--- src/rtl/a_pkg.sv ---
// Shared definitions for the two-way four-phase arbiter.
package a_pkg;

  typedef enum logic [2:0] {
    IDLE  = 3'd0,
    SETUP = 3'd1,
    REQ   = 3'd2,
    REL   = 3'd3,
    ACK   = 3'd4
  } state_t;

  // Active level of a handshake wire whose idle level is rpol.
  function automatic logic act_lvl(input logic rpol);
    return ~rpol;
  endfunction

endpackage

--- src/rtl/a_sync.sv ---
// Two-flop synchronizer for one asynchronous handshake wire.
module a_sync #(
  parameter logic RST_VAL = 1'b0
) (
  input  logic clk,
  input  logic rst,
  input  logic d,
  output logic q
);

  logic meta;

  // Capture then settle; both flops reset to the wire's idle level.
  always_ff @(posedge clk or negedge rst) begin
    if (!rst) begin
      meta <= RST_VAL;
      q    <= RST_VAL;
    end else begin
      meta <= d;
      q    <= meta;
    end
  end

endmodule

--- src/rtl/a_arb2.sv ---
// Two-requester round-robin arbiter onto one four-phase bundled-data channel.
module a_arb2
  import a_pkg::*;
#(
  parameter int   N    = 1,
  parameter logic Rpol = 1'b0,
  parameter int   T    = 2
) (
  input  logic         clk,
  input  logic         rst,
  input  logic         r0_i,
  output logic         a0_i,
  input  logic [N-1:0] d0_i,
  input  logic         r1_i,
  output logic         a1_i,
  input  logic [N-1:0] d1_i,
  output logic         r_o,
  input  logic         a_o,
  output logic [N-1:0] d_o,
  output logic         gnt_o
);

  localparam logic       ACT    = act_lvl(Rpol);
  localparam logic [7:0] CNT_LD = 8'(T - 1);

  logic   r0_s, r1_s, a_s;
  logic   r0, r1, ak, rk, sel;
  logic   [7:0] cnt;
  state_t state;

  a_sync #(.RST_VAL(Rpol)) u_sync_r0 (.clk(clk), .rst(rst), .d(r0_i), .q(r0_s));
  a_sync #(.RST_VAL(Rpol)) u_sync_r1 (.clk(clk), .rst(rst), .d(r1_i), .q(r1_s));
  a_sync #(.RST_VAL(Rpol)) u_sync_a  (.clk(clk), .rst(rst), .d(a_o),  .q(a_s));

  // Internally everything is active-high regardless of Rpol.
  assign r0  = (r0_s == ACT);
  assign r1  = (r1_s == ACT);
  assign ak  = (a_s  == ACT);
  // Contention goes to whoever did not win last; otherwise the lone requester.
  assign sel = (r0 & r1) ? ~gnt_o : r1;
  assign rk  = gnt_o ? r1 : r0;

  // Arbitration and handshake sequencing; all outputs registered.
  always_ff @(posedge clk or negedge rst) begin
    if (!rst) begin
      state <= IDLE;
      r_o   <= Rpol;
      a0_i  <= Rpol;
      a1_i  <= Rpol;
      d_o   <= '0;
      gnt_o <= 1'b1;
      cnt   <= '0;
    end else begin
      unique case (state)
        IDLE: begin
          if (r0 | r1) begin
            gnt_o <= sel;
            d_o   <= sel ? d1_i : d0_i;
            cnt   <= CNT_LD;
            state <= SETUP;
          end
        end
        SETUP: begin
          // Data has been on d_o for T cycles when r_o goes active.
          if (cnt == 8'd0) begin
            r_o   <= ACT;
            state <= REQ;
          end else begin
            cnt <= cnt - 8'd1;
          end
        end
        REQ: begin
          if (ak) begin
            r_o   <= Rpol;
            state <= REL;
          end
        end
        REL: begin
          if (!ak) begin
            if (gnt_o) a1_i <= ACT;
            else       a0_i <= ACT;
            state <= ACK;
          end
        end
        ACK: begin
          // A request dropped early simply finds this condition already true.
          if (!rk) begin
            a0_i  <= Rpol;
            a1_i  <= Rpol;
            state <= IDLE;
          end
        end
        default: state <= IDLE;
      endcase
    end
  end

endmodule

--- config.mk ---
export PLATFORM = sky130hd
export DESIGN_NAME = a_arb2
export DESIGN_NICKNAME = d
export VERILOG_FILES = /design/src/rtl/a_pkg.sv /design/src/rtl/a_sync.sv /design/src/rtl/a_arb2.sv
export SDC_FILE = /design/constraint.sdc
export NUM_CORES = 1
export LEC_CHECK = 0
export ABC_AREA = 1
export BUFFER_PORTS_ARGS = -buffer_cell sky130_fd_sc_hd__buf_2
export CAP_MARGIN = 20
export CORE_MARGIN = 3
export CORE_UTILIZATION = 35
export CTS_CLUSTER_DIAMETER = 80
export CTS_CLUSTER_SIZE = 28
export DETAILED_ROUTE_END_ITERATION = 12
export GPL_TIMING_DRIVEN = 0
export PLACE_DENSITY_LB_ADDON = 0.15
export SYNTH_ARGS = -nofsm -noshare
export SYNTH_HDL_FRONTEND = slang
export SYNTH_SLANG_ARGS = --single-unit
export TNS_END_PERCENT = 1
--- constraint.sdc ---
create_clock -name clk -period 1.95 [get_ports clk]
set_clock_uncertainty 0.1 [all_clocks]
set_input_delay 0.0975 -clock clk [delete_from_list [all_inputs] [get_ports clk]]
set_output_delay 0.0975 -clock clk [all_outputs]
set_load 0.005 [all_outputs]
==> flow_summary_export.csv, run 1 <==
group,metric,value,unit
detailed_routing,drtIter0Drc,21,
critical_path,cp_top_family,"simple AND/OR/NAND/NOR gates",
run,cap_violations,0,
die,die-area,3980,µm²
sta,drv_slew,0,
detailed_routing,wl,2060,µm
run_status,status,"completed",
synthesis,synth_warnings,0,
die,core_area,3080,µm²
critical_path,critPathKind,"reg2reg",
die,pin_count,12,
sta,fin_crit,1.58,ns
sta,fin_tns_setup,0,ns
synthesis,synth_area,1140,µm²
detailed_routing,num_vias,894,
synthesis,ys.flop_type,"dfrtp_1",
detailed_routing,ant_nets,0,
clocking,clock_sinks,22,
sta,rsz0062_at_grt,"false",
detailed_routing,route.detailed.drc,0,
global_route,grt_usage,11.9,%
sta,min_period_over_period,80.8,%
placement,dp_cells,195,
synthesis,seq_area_frac_synth,48.4,%
detailed_routing,via_per_inst,4.38,
clocking,worstSkewPairLatency,0.31,ns
sta,max_freq,635,MHz
die,die_x,63.1,µm
placement,gp_congestion,0.875,
sta,setup_viol,0,
synthesis,synth-edff-count,0,
die,die_height,63.1,µm
global_route,grt_max_degree,23,
synthesis,syn-instance-count,140,
critical_path,cp-end-kind,"flop",
power_and_ir_drop,power_density,1480,nW/µm²
clocking,cts_root_buf,"clkbuf_4",
critical_path,crit_fanout,9,
critical_path,required,2.10,ns
cells_and_area,antenna_cells,0,
critical_path,worstPathArrival,1.72,ns
critical_path,path_buf_inv,1,
synthesis,syn-num-nets,149,
detailed_routing,wire_per_inst,10.1,µm
global_route,grt_pass1_wl,3770,µm
synthesis,synth-seq-cells,22,
synthesis,syn_avg_cell_area,8.15,µm²
cells_and_area,layout-area-overhead-vs-synth,18.6,%
global_route,antenna_found_initial,0,
placement,port_buffers,11,
global_route,grt_pass1_vias,870,
critical_path,cp_slowest_stage_delay,0.40,ns
critical_path,startpoint_type,"flop",
sta,finalHoldViolations,0,
cells_and_area,fin_cells,204,
power_and_ir_drop,ir_drop,0.567,mV
clocking,cts_buffers,3,
die,initial_core_util,37.1,%
cells_and_area,final_nets,170,
clocking,h-tree-depth,1,
global_route,overflow,0,
placement,dp_hpwl,1490,µm
die,num_rows,20,
clocking,clk_pin_slew,0.13,ns
cells_and_area,drive_above_1_share,16.3,%
clocking,clock_path_buffers,2,
sta,relSlewSlack,66.9,%
cells_and_area,fin_util,44.0,%
clocking,tritoncts,"yes",
critical_path,cpMaxStageDelayCell,"dfrtp_1",
detailed_routing,drt_pass1_iterations,4,
sta,worst_slew_pin_slew,0.497,ns
clocking,cts_resized,0,
power_and_ir_drop,p_leak,0.680,nW
worst_hold_path,hold_path.class,"in2reg",
critical_path,cp_cell_sequence,"inv_1 -> ha_1 -> nand2_1 -> nor2_4 -> nor2_8 -> nor2_4 -> nand2_1 -> o21ai_1",
synthesis,synthArstFlopShare,100,%
synthesis,ys_types,24,
## cell usage in the layout (no fill, tap or decap), types with 2 or more instances in the layout
cell type and instances:
nand2_1 33, dfrtp_1 21, inv_1 20, nor2_1 18, nand3_1 13, buf_2 11
o21ai_0 7, dlygate4sd3_1 5, o21ai_1 4, nor2_4 3, a21oi_1 3, clkbuf_4 3
xor2_1 2, nor3_1 2, ha_1 2
## cell type report
type / instances / area (µm²)
Timing Repair Buffer: 16 / 105
Sequential cell: 22 / 552
Fill cell: 312 / 1720
Multi-Input combinational cell: 96 / 504
Inverter: 22 / 85.1
Tap cell: 44 / 55.1
Clock inverter: 1 / 30.0
Clock buffer: 3 / 22.5
## tightest hold or removal path: cells and delay by family
kind / cells / cell delay [ns]
compound gates: 2 / 0.12
buf+inv: 2 / 0.13
simple gates: 1 / 0.05
## flip-flops by register name (all words and copies together), names as in the netlist
signal / flops
u_sync_a.meta: 1
u_sync_r1.meta: 1
u_sync_r1.q: 1
gnt_o: 1
u_sync_r0.meta: 1
a0_i: 1
cnt: 8
state: 3
a1_i: 1
r_o: 1
u_sync_a.q: 1
u_sync_r0.q: 1
d_o: 1
## synth_stat cells (2+ instances only)
cell	number	area share, %
inv_1	20	6.6
nand2_1	33	11
o21ai_0	7	3.1
nor2_4	3	3.0
xor2_1	2	1.5
o21ai_1	4	1.8
dfrtp_1	21	46
nor2_1	18	5.9
nor3_1	2	0.88
nand3_1	13	5.7
a21oi_1	3	1.3
ha_1	2	2.2
## layer usage
metal | routed length (µm) | track usage [%] | vias up
met5 | 0 | 0 | -
met4 | 31 | 4.96 | 0
met3 | 64 | 2.32 | 4
met2 | 914 | 19.4 | 14
met1 | 1050 | 15.3 | 398
li1 | - | - | 478
## what timing repair did
item,4_1_cts,5_1_grt
hold buffers,5,0
setup buffers,0,0
hold endpoints to repair,26,0
## report_power, final
group	internal [W]	switching, W
sequential	0.000585	0.000104
clock	0.000208	0.000151
combinational	0.000349	0.000610
total	0.00114	0.000865
## through the flow
stage	hold slack [ns]	power (W)	worst slack, ns	area (µm²)
detailed placement	-0.000726	0.00166	0.394	1250
CTS	0.0000239	0.00203	0.377	1350
global placement	-0.000253	0.00164	0.417	1250
floorplan	-0.298	0.00144	0.562	1140
finish	0.00290	0.00201	0.375	1350
global route	0.0268	0.00219	0.239	1350
## kinds of logic (layout without fill, tap and decap cells)
group | Yosys count | count (layout) | share of synthesized area (%)
simple gates | 74 | 74 | 31.6
flops | 22 | 22 | 48.4
buf+inv | 22 | 42 | 7.46
compound gates | 17 | 17 | 8.11
xor+xnor | 3 | 3 | 2.30
fa+ha+maj | 2 | 2 | 2.19
## final timing paths
path	startpoint	depth (start not counted)	end	slack, ns
worst max register to register	cnt[0]	8	cnt[5]	0.37
worst min register to register	u_sync_r0.meta	0	u_sync_r0.q	0.26
worst min-delay path	d0_i	5	d_o	0.003
min in group asynchronous	rst	2	state[0]	0.16
max in group asynchronous	rst	2	gnt_o	1.24
worst max-delay path	cnt[0]	8	cnt[5]	0.37
(Power assumes the default switching activity.)
==> inputs of run 2 (changes only) <==
clock period = 1.5 ns   (was 1.95 ns; I/O delays follow)
==> flow_summary_export.csv, run 2 (synthesis gave the netlist of run 1 again) <==
group,metric,value,unit
run_status,status,"completed",
power_and_ir_drop,power_switching,0.00123,W
detailed_routing,num_vias,917,
detailed_routing,drtIter0Drc,25,
power_and_ir_drop,power_frac_seq,32.2,%
power_and_ir_drop,p_int,0.00163,W
global_route,antenna_found_initial,0,
sta,relSlewSlack,67.1,%
critical_path,cp_cell_sequence,"nor3_4 -> buf_4 -> o21ai_4 -> nand2_4 -> nand3_1 -> nand2_1",
cells_and_area,reg.largest.list,"cnt (8), state (3)",
detailed_routing,ant_nets,0,
die,die_x,63.1,µm
sta,min_period_over_period,95.7,%
critical_path,cp_slowest_stage_delay,0.48,ns
critical_path,cpMaxStageDelayCell,"dfrtp_2",
power_and_ir_drop,power_frac_comb,51.6,%
detailed_routing,wire_per_inst,10.3,µm
detailed_routing,via_per_inst,4.37,
die,num_rows,20,
cells_and_area,largest_register_ffs,8,
global_route,overflow,0,
power_and_ir_drop,ir_drop,0.741,mV
global_route,grt_pass1_vias,895,
detailed_routing,drt-met1-wl,1050,µm
cells_and_area,drive_above_1_share,26.5,%
clocking,cts_root_buf,"clkbuf_4",
critical_path,startpoint_type,"flop",
cells_and_area,top_register,"cnt",
cells_and_area,final_common_cell,"nand2_1",
critical_path,critPathKind,"reg2reg",
cells_and_area,fin_util,47.3,%
placement,dp_cells,195,
detailed_routing,met3_length,58,µm
critical_path,worstPathArrival,1.60,ns
worst_hold_path,hold_path.class,"in2async",
power_and_ir_drop,clockPowerShare,16.2,%
clocking,clock_sinks,22,
cells_and_area,fillers,304,
die,initial_core_util,37.1,%
detailed_routing,top_layer_used,"met4",
cells_and_area,fin_cells,210,
clocking,h-tree-depth,1,
die,die_height,63.1,µm
sta,rsz0062_at_grt,"true",
power_and_ir_drop,power,0.00286,W
critical_path,crit_fanout,7,
global_route,grt_pass1_wl,3900,µm
cells_and_area,final_nets,176,
placement,dpl-instance-area,1250,µm²
critical_path,required,1.66,ns
critical_path,path_buf_inv,1,
placement,dp_hpwl,1490,µm
global_route,grt_max_degree,23,
sta,finalHoldViolations,0,
clocking,worstSkewPairLatency,0.32,ns
cells_and_area,antenna_cells,0,
sta,fin_tns_setup,0,ns
clocking,cts_buffers,3,
cells_and_area,layout-area-overhead-vs-synth,27.5,%
cells_and_area,fin_area,1460,µm²
placement,gp_congestion,0.875,
cells_and_area,ff_latch_area,554,µm²
run,cap_violations,0,
cells_and_area,final_cell_mix,"nand2_1, dfrtp_1, inv_1, nor2_1, nand3_1",
detailed_routing,wl,2160,µm
critical_path,cp_top_family,"simple AND/OR/NAND/NOR gates",
die,die-area,3980,µm²
sta,drv_slew,0,
critical_path,timing.rr.start,"state[2]",
clocking,clk_pin_slew,0.13,ns
clocking,tritoncts,"yes",
sta,setup_viol,0,
power_and_ir_drop,p_leak,0.711,nW
power_and_ir_drop,switching_share,43.1,%
placement,port_buffers,11,
cells_and_area,multi_input_comb_area,563,µm²
die,core_area,3080,µm²
global_route,grt_usage,12.3,%
sta,max_freq,697,MHz
critical_path,cp-startpoint,"state[2]",
sta,worst_slew_pin_slew,0.494,ns
power_and_ir_drop,power_density,1970,nW/µm²
detailed_routing,route.detailed.drc,0,
detailed_routing,drt_pass1_iterations,4,
die,pin_count,12,
sta,fin_crit,1.44,ns
critical_path,cp-end-kind,"flop",
detailed_routing,wl_met2,1020,µm
clocking,clock_path_buffers,2,
-- run 2: cell types whose count changed in the layout (fill, tap and decap cells not counted), sizes merged --
cell	previous run	this run
dlygate4sd3	5	6
nor2	23	24
buf	11	15
-- run 2: final cells by class --
cell class | instances | area share, %
clock buffers | 3 | 1.55
clock inverters | 1 | 2.06
inverters | 22 | 5.85
multi-input cells | 97 | 38.7
flip-flops and latches | 22 | 38.1
well taps | 44 | 3.78
repair buffers | 21 | 9.97
-- run 2: path summary, 6_finish.rpt --
check                              end  slack (ns)  depth (start not counted)
max                             cnt[6]        0.06                          6
min                           state[0]        0.13                          2
max reg2reg                     cnt[6]        0.06                          6
min reg2reg                u_sync_r0.q        0.26                          0
max in group asynchronous     state[1]        0.80                          2
min in group clk           u_sync_r0.q        0.26                          0
-- run 2: power groups by stage --
stage          combinational (W)  sequential, W  clock (W)
6_report                 0.00148       0.000921   0.000464
5_1_grt                  0.00167       0.000944   0.000502
4_1_cts                  0.00141       0.000901   0.000481
3_5_place_dp             0.00125       0.000906          0
3_3_place_gp             0.00123       0.000902          0
2_1_floorplan           0.000977       0.000891          0
-- run 2: per-stage QoR --
step | worst slack (ns) | hold slack [ns]
final | 0.0643 | 0.132
after global placement | -0.0326 | -0.0228
after global routing | -0.0159 | 0.172
after CTS | 0.00455 | 0.157
after detailed placement | -0.0556 | -0.0232
after floorplan | 0.112 | -0.321
-- run 2: worst reg2reg max path, stage by stage, from the launching register on --
cell     delay [ns]
dfrtp_2        0.48
nor3_4         0.31
buf_4          0.18
o21ai_4        0.07
nand2_4        0.10
nand3_1        0.08
nand2_1        0.06
-- run 2: repair_timing --
item	CTS	global route
pin swaps	4	4
gates cloned	1	0
setup endpoints to repair	9	12
gates resized for setup	5	13
buffers inserted	3	1
hold endpoints to repair	26	0
hold buffers	6	0
-- run 2: routing by layer --
layer	GRT usage, %	vias to the layer above
li1	-	493
met1	15.4	408
met2	20.7	12
met3	2.32	4
met4	4.96	0
met5	0	-
==> inputs of run 3 (changes only) <==
PLACE_DENSITY_LB_ADDON = 0.05   (was 0.15)
clock period = 1.8 ns   (was 1.5 ns; I/O delays follow)
==> flow_summary_export.csv, run 3 (synthesis gave the netlist of run 1 again) <==
group,metric,value,unit
die,core_area,3080,µm²
placement,gp_congestion,0.862,
cells_and_area,layout-area-overhead-vs-synth,19.5,%
cells_and_area,ff_latch_area,552,µm²
placement,dp_cells,195,
detailed_routing,via_per_inst,4.47,
critical_path,crit_fanout,7,
critical_path,cp-end-kind,"flop",
die,die_height,63.1,µm
critical_path,cpMaxStageDelayCell,"dfrtp_1",
die,num_rows,20,
global_route,grt_max_degree,23,
global_route,grt_pass1_wl,3820,µm
power_and_ir_drop,power_density,1590,nW/µm²
cells_and_area,fillers,318,
cells_and_area,multi_input_comb_area,504,µm²
sta,holdWs,0.156,ns
sta,fin_crit,1.58,ns
power_and_ir_drop,clockPowerShare,17.5,%
critical_path,critPathMostFrequentCell,"nand2_1",
sta,worst_slew_pin_slew,0.493,ns
run_status,status,"completed",
cells_and_area,final_nets,171,
clocking,clk_pin_slew,0.13,ns
placement,port_buffers,11,
clocking,clock_sinks,22,
sta,finalHoldViolations,0,
critical_path,critPathKind,"reg2reg",
cells_and_area,reg.largest.list,"cnt (8), state (3)",
cells_and_area,fin_cells,205,
power_and_ir_drop,ir_drop,0.502,mV
cells_and_area,largest_register_ffs,8,
detailed_routing,num_vias,916,
cells_and_area,top_register,"cnt",
global_route,grt_pass1_vias,821,
cells_and_area,final_cell_mix,"nand2_1, dfrtp_1, inv_1, nor2_1, nand3_1",
clocking,clock_path_buffers,2,
die,initial_core_util,37.1,%
clocking,tritoncts,"yes",
critical_path,cp_slowest_stage_delay,0.40,ns
sta,rsz0062_at_grt,"false",
clocking,worstSkewPairLatency,0.31,ns
die,pin_count,12,
power_and_ir_drop,p_int,0.00124,W
detailed_routing,route.detailed.drc,0,
global_route,grt_usage,12.1,%
cells_and_area,final_common_cell,"nand2_1",
critical_path,worstPathArrival,1.69,ns
power_and_ir_drop,power_switching,0.000928,W
critical_path,cp_cell_sequence,"inv_1 -> ha_1 -> nand2_1 -> o21ai_2 -> nand2_4 -> o21ai_1 -> nand2_1",
die,die-area,3980,µm²
die,die_x,63.1,µm
detailed_routing,wire_per_inst,10.3,µm
power_and_ir_drop,power_frac_seq,34.4,%
sta,max_freq,633,MHz
critical_path,startpoint_type,"flop",
placement,dp_hpwl,1550,µm
worst_hold_path,hold_path.class,"in2async",
clocking,h-tree-depth,1,
clocking,cts_buffers,3,
sta,setup_viol,0,
power_and_ir_drop,switching_share,42.8,%
power_and_ir_drop,p_leak,0.684,nW
cells_and_area,drive_above_1_share,16.1,%
sta,fin_ws,0.221,ns
power_and_ir_drop,power_frac_comb,48.1,%
detailed_routing,ant_nets,0,
detailed_routing,drt_pass1_iterations,4,
run,cap_violations,0,
detailed_routing,wl,2120,µm
critical_path,required,1.91,ns
global_route,overflow,0,
sta,min_period_over_period,87.7,%
placement,pre_cts_slack,0.208,ns
sta,drv_slew,0,
global_route,antenna_found_initial,0,
sta,fin_tns_setup,0,ns
detailed_routing,drtIter0Drc,36,
clocking,cts_setup_buffers,0,
cells_and_area,antenna_cells,0,
sta,relSlewSlack,67.1,%
clocking,cts_root_buf,"clkbuf_4",
## run 3: changes by cell type in the layout (fill, tap and decap cells not counted), sizes merged
cell and change:
nor2 -1, buf -4
## run 3: metrics by stage
| step | utilization [%] | instance area [µm²] | total power [W] |
|---|---|---|---|
| 6_report | 44.3 | 1360 | 0.00217 |
| 5_1_grt | 44.3 | 1360 | 0.00240 |
| 4_1_cts | 44.3 | 1360 | 0.00221 |
| 3_5_place_dp | 40.7 | 1250 | 0.00181 |
| 3_3_place_gp | 40.7 | 1250 | 0.00180 |
| 2_1_floorplan | - | 1140 | 0.00156 |
## run 3: final cells by class
cell class	count	area share, %
inverters	22	6.24
flip-flops and latches	22	40.5
well taps	44	4.04
clock buffers	3	1.65
multi-input cells	96	37.0
repair buffers	17	8.44
clock inverters	1	2.20
## run 3: final timing paths
check / startpoint / to / slack, ns / depth (start not counted)
min: rst / r_o / 0.16 / 2
max reg2reg: cnt[0] / cnt[0] / 0.22 / 7
max in group asynchronous: rst / gnt_o / 1.08 / 2
min in group clk: u_sync_r1.meta / u_sync_r1.q / 0.26 / 0
max: cnt[0] / cnt[0] / 0.22 / 7
min reg2reg: u_sync_r1.meta / u_sync_r1.q / 0.26 / 0
## run 3: timing repair
item	in CTS	in global routing
hold buffers	6	0
gates resized for setup	0	0
hold endpoints to repair	26	0
## run 3: worst max-delay path, delay by kind of cell (launching register included)
| family | cells | cell delay [ns] |
|---|---|---|
| fa+ha+maj | 1 | 0.18 |
| compound gates | 2 | 0.39 |
| simple gates | 3 | 0.29 |
| buf+inv | 1 | 0.13 |
| flops | 1 | 0.40 |
## run 3: metal layers
layer	global-route usage, %	vias to the layer above	share of wire [%]
met3	2.85	2	2.8
met1	16.7	419	52
met5	0	-	0
met4	4.13	0	0.66
met2	18.6	11	45
li1	-	484	-
## run 3: power groups by stage
stage	sequential [W]	combinational, W	clock (W)
after floorplan	0.000743	0.000814	0
after global placement	0.000753	0.00104	0
after detailed placement	0.000755	0.00105	0
after CTS	0.000746	0.00106	0.000404
after global routing	0.000767	0.00121	0.000426
final	0.000745	0.00104	0.000380
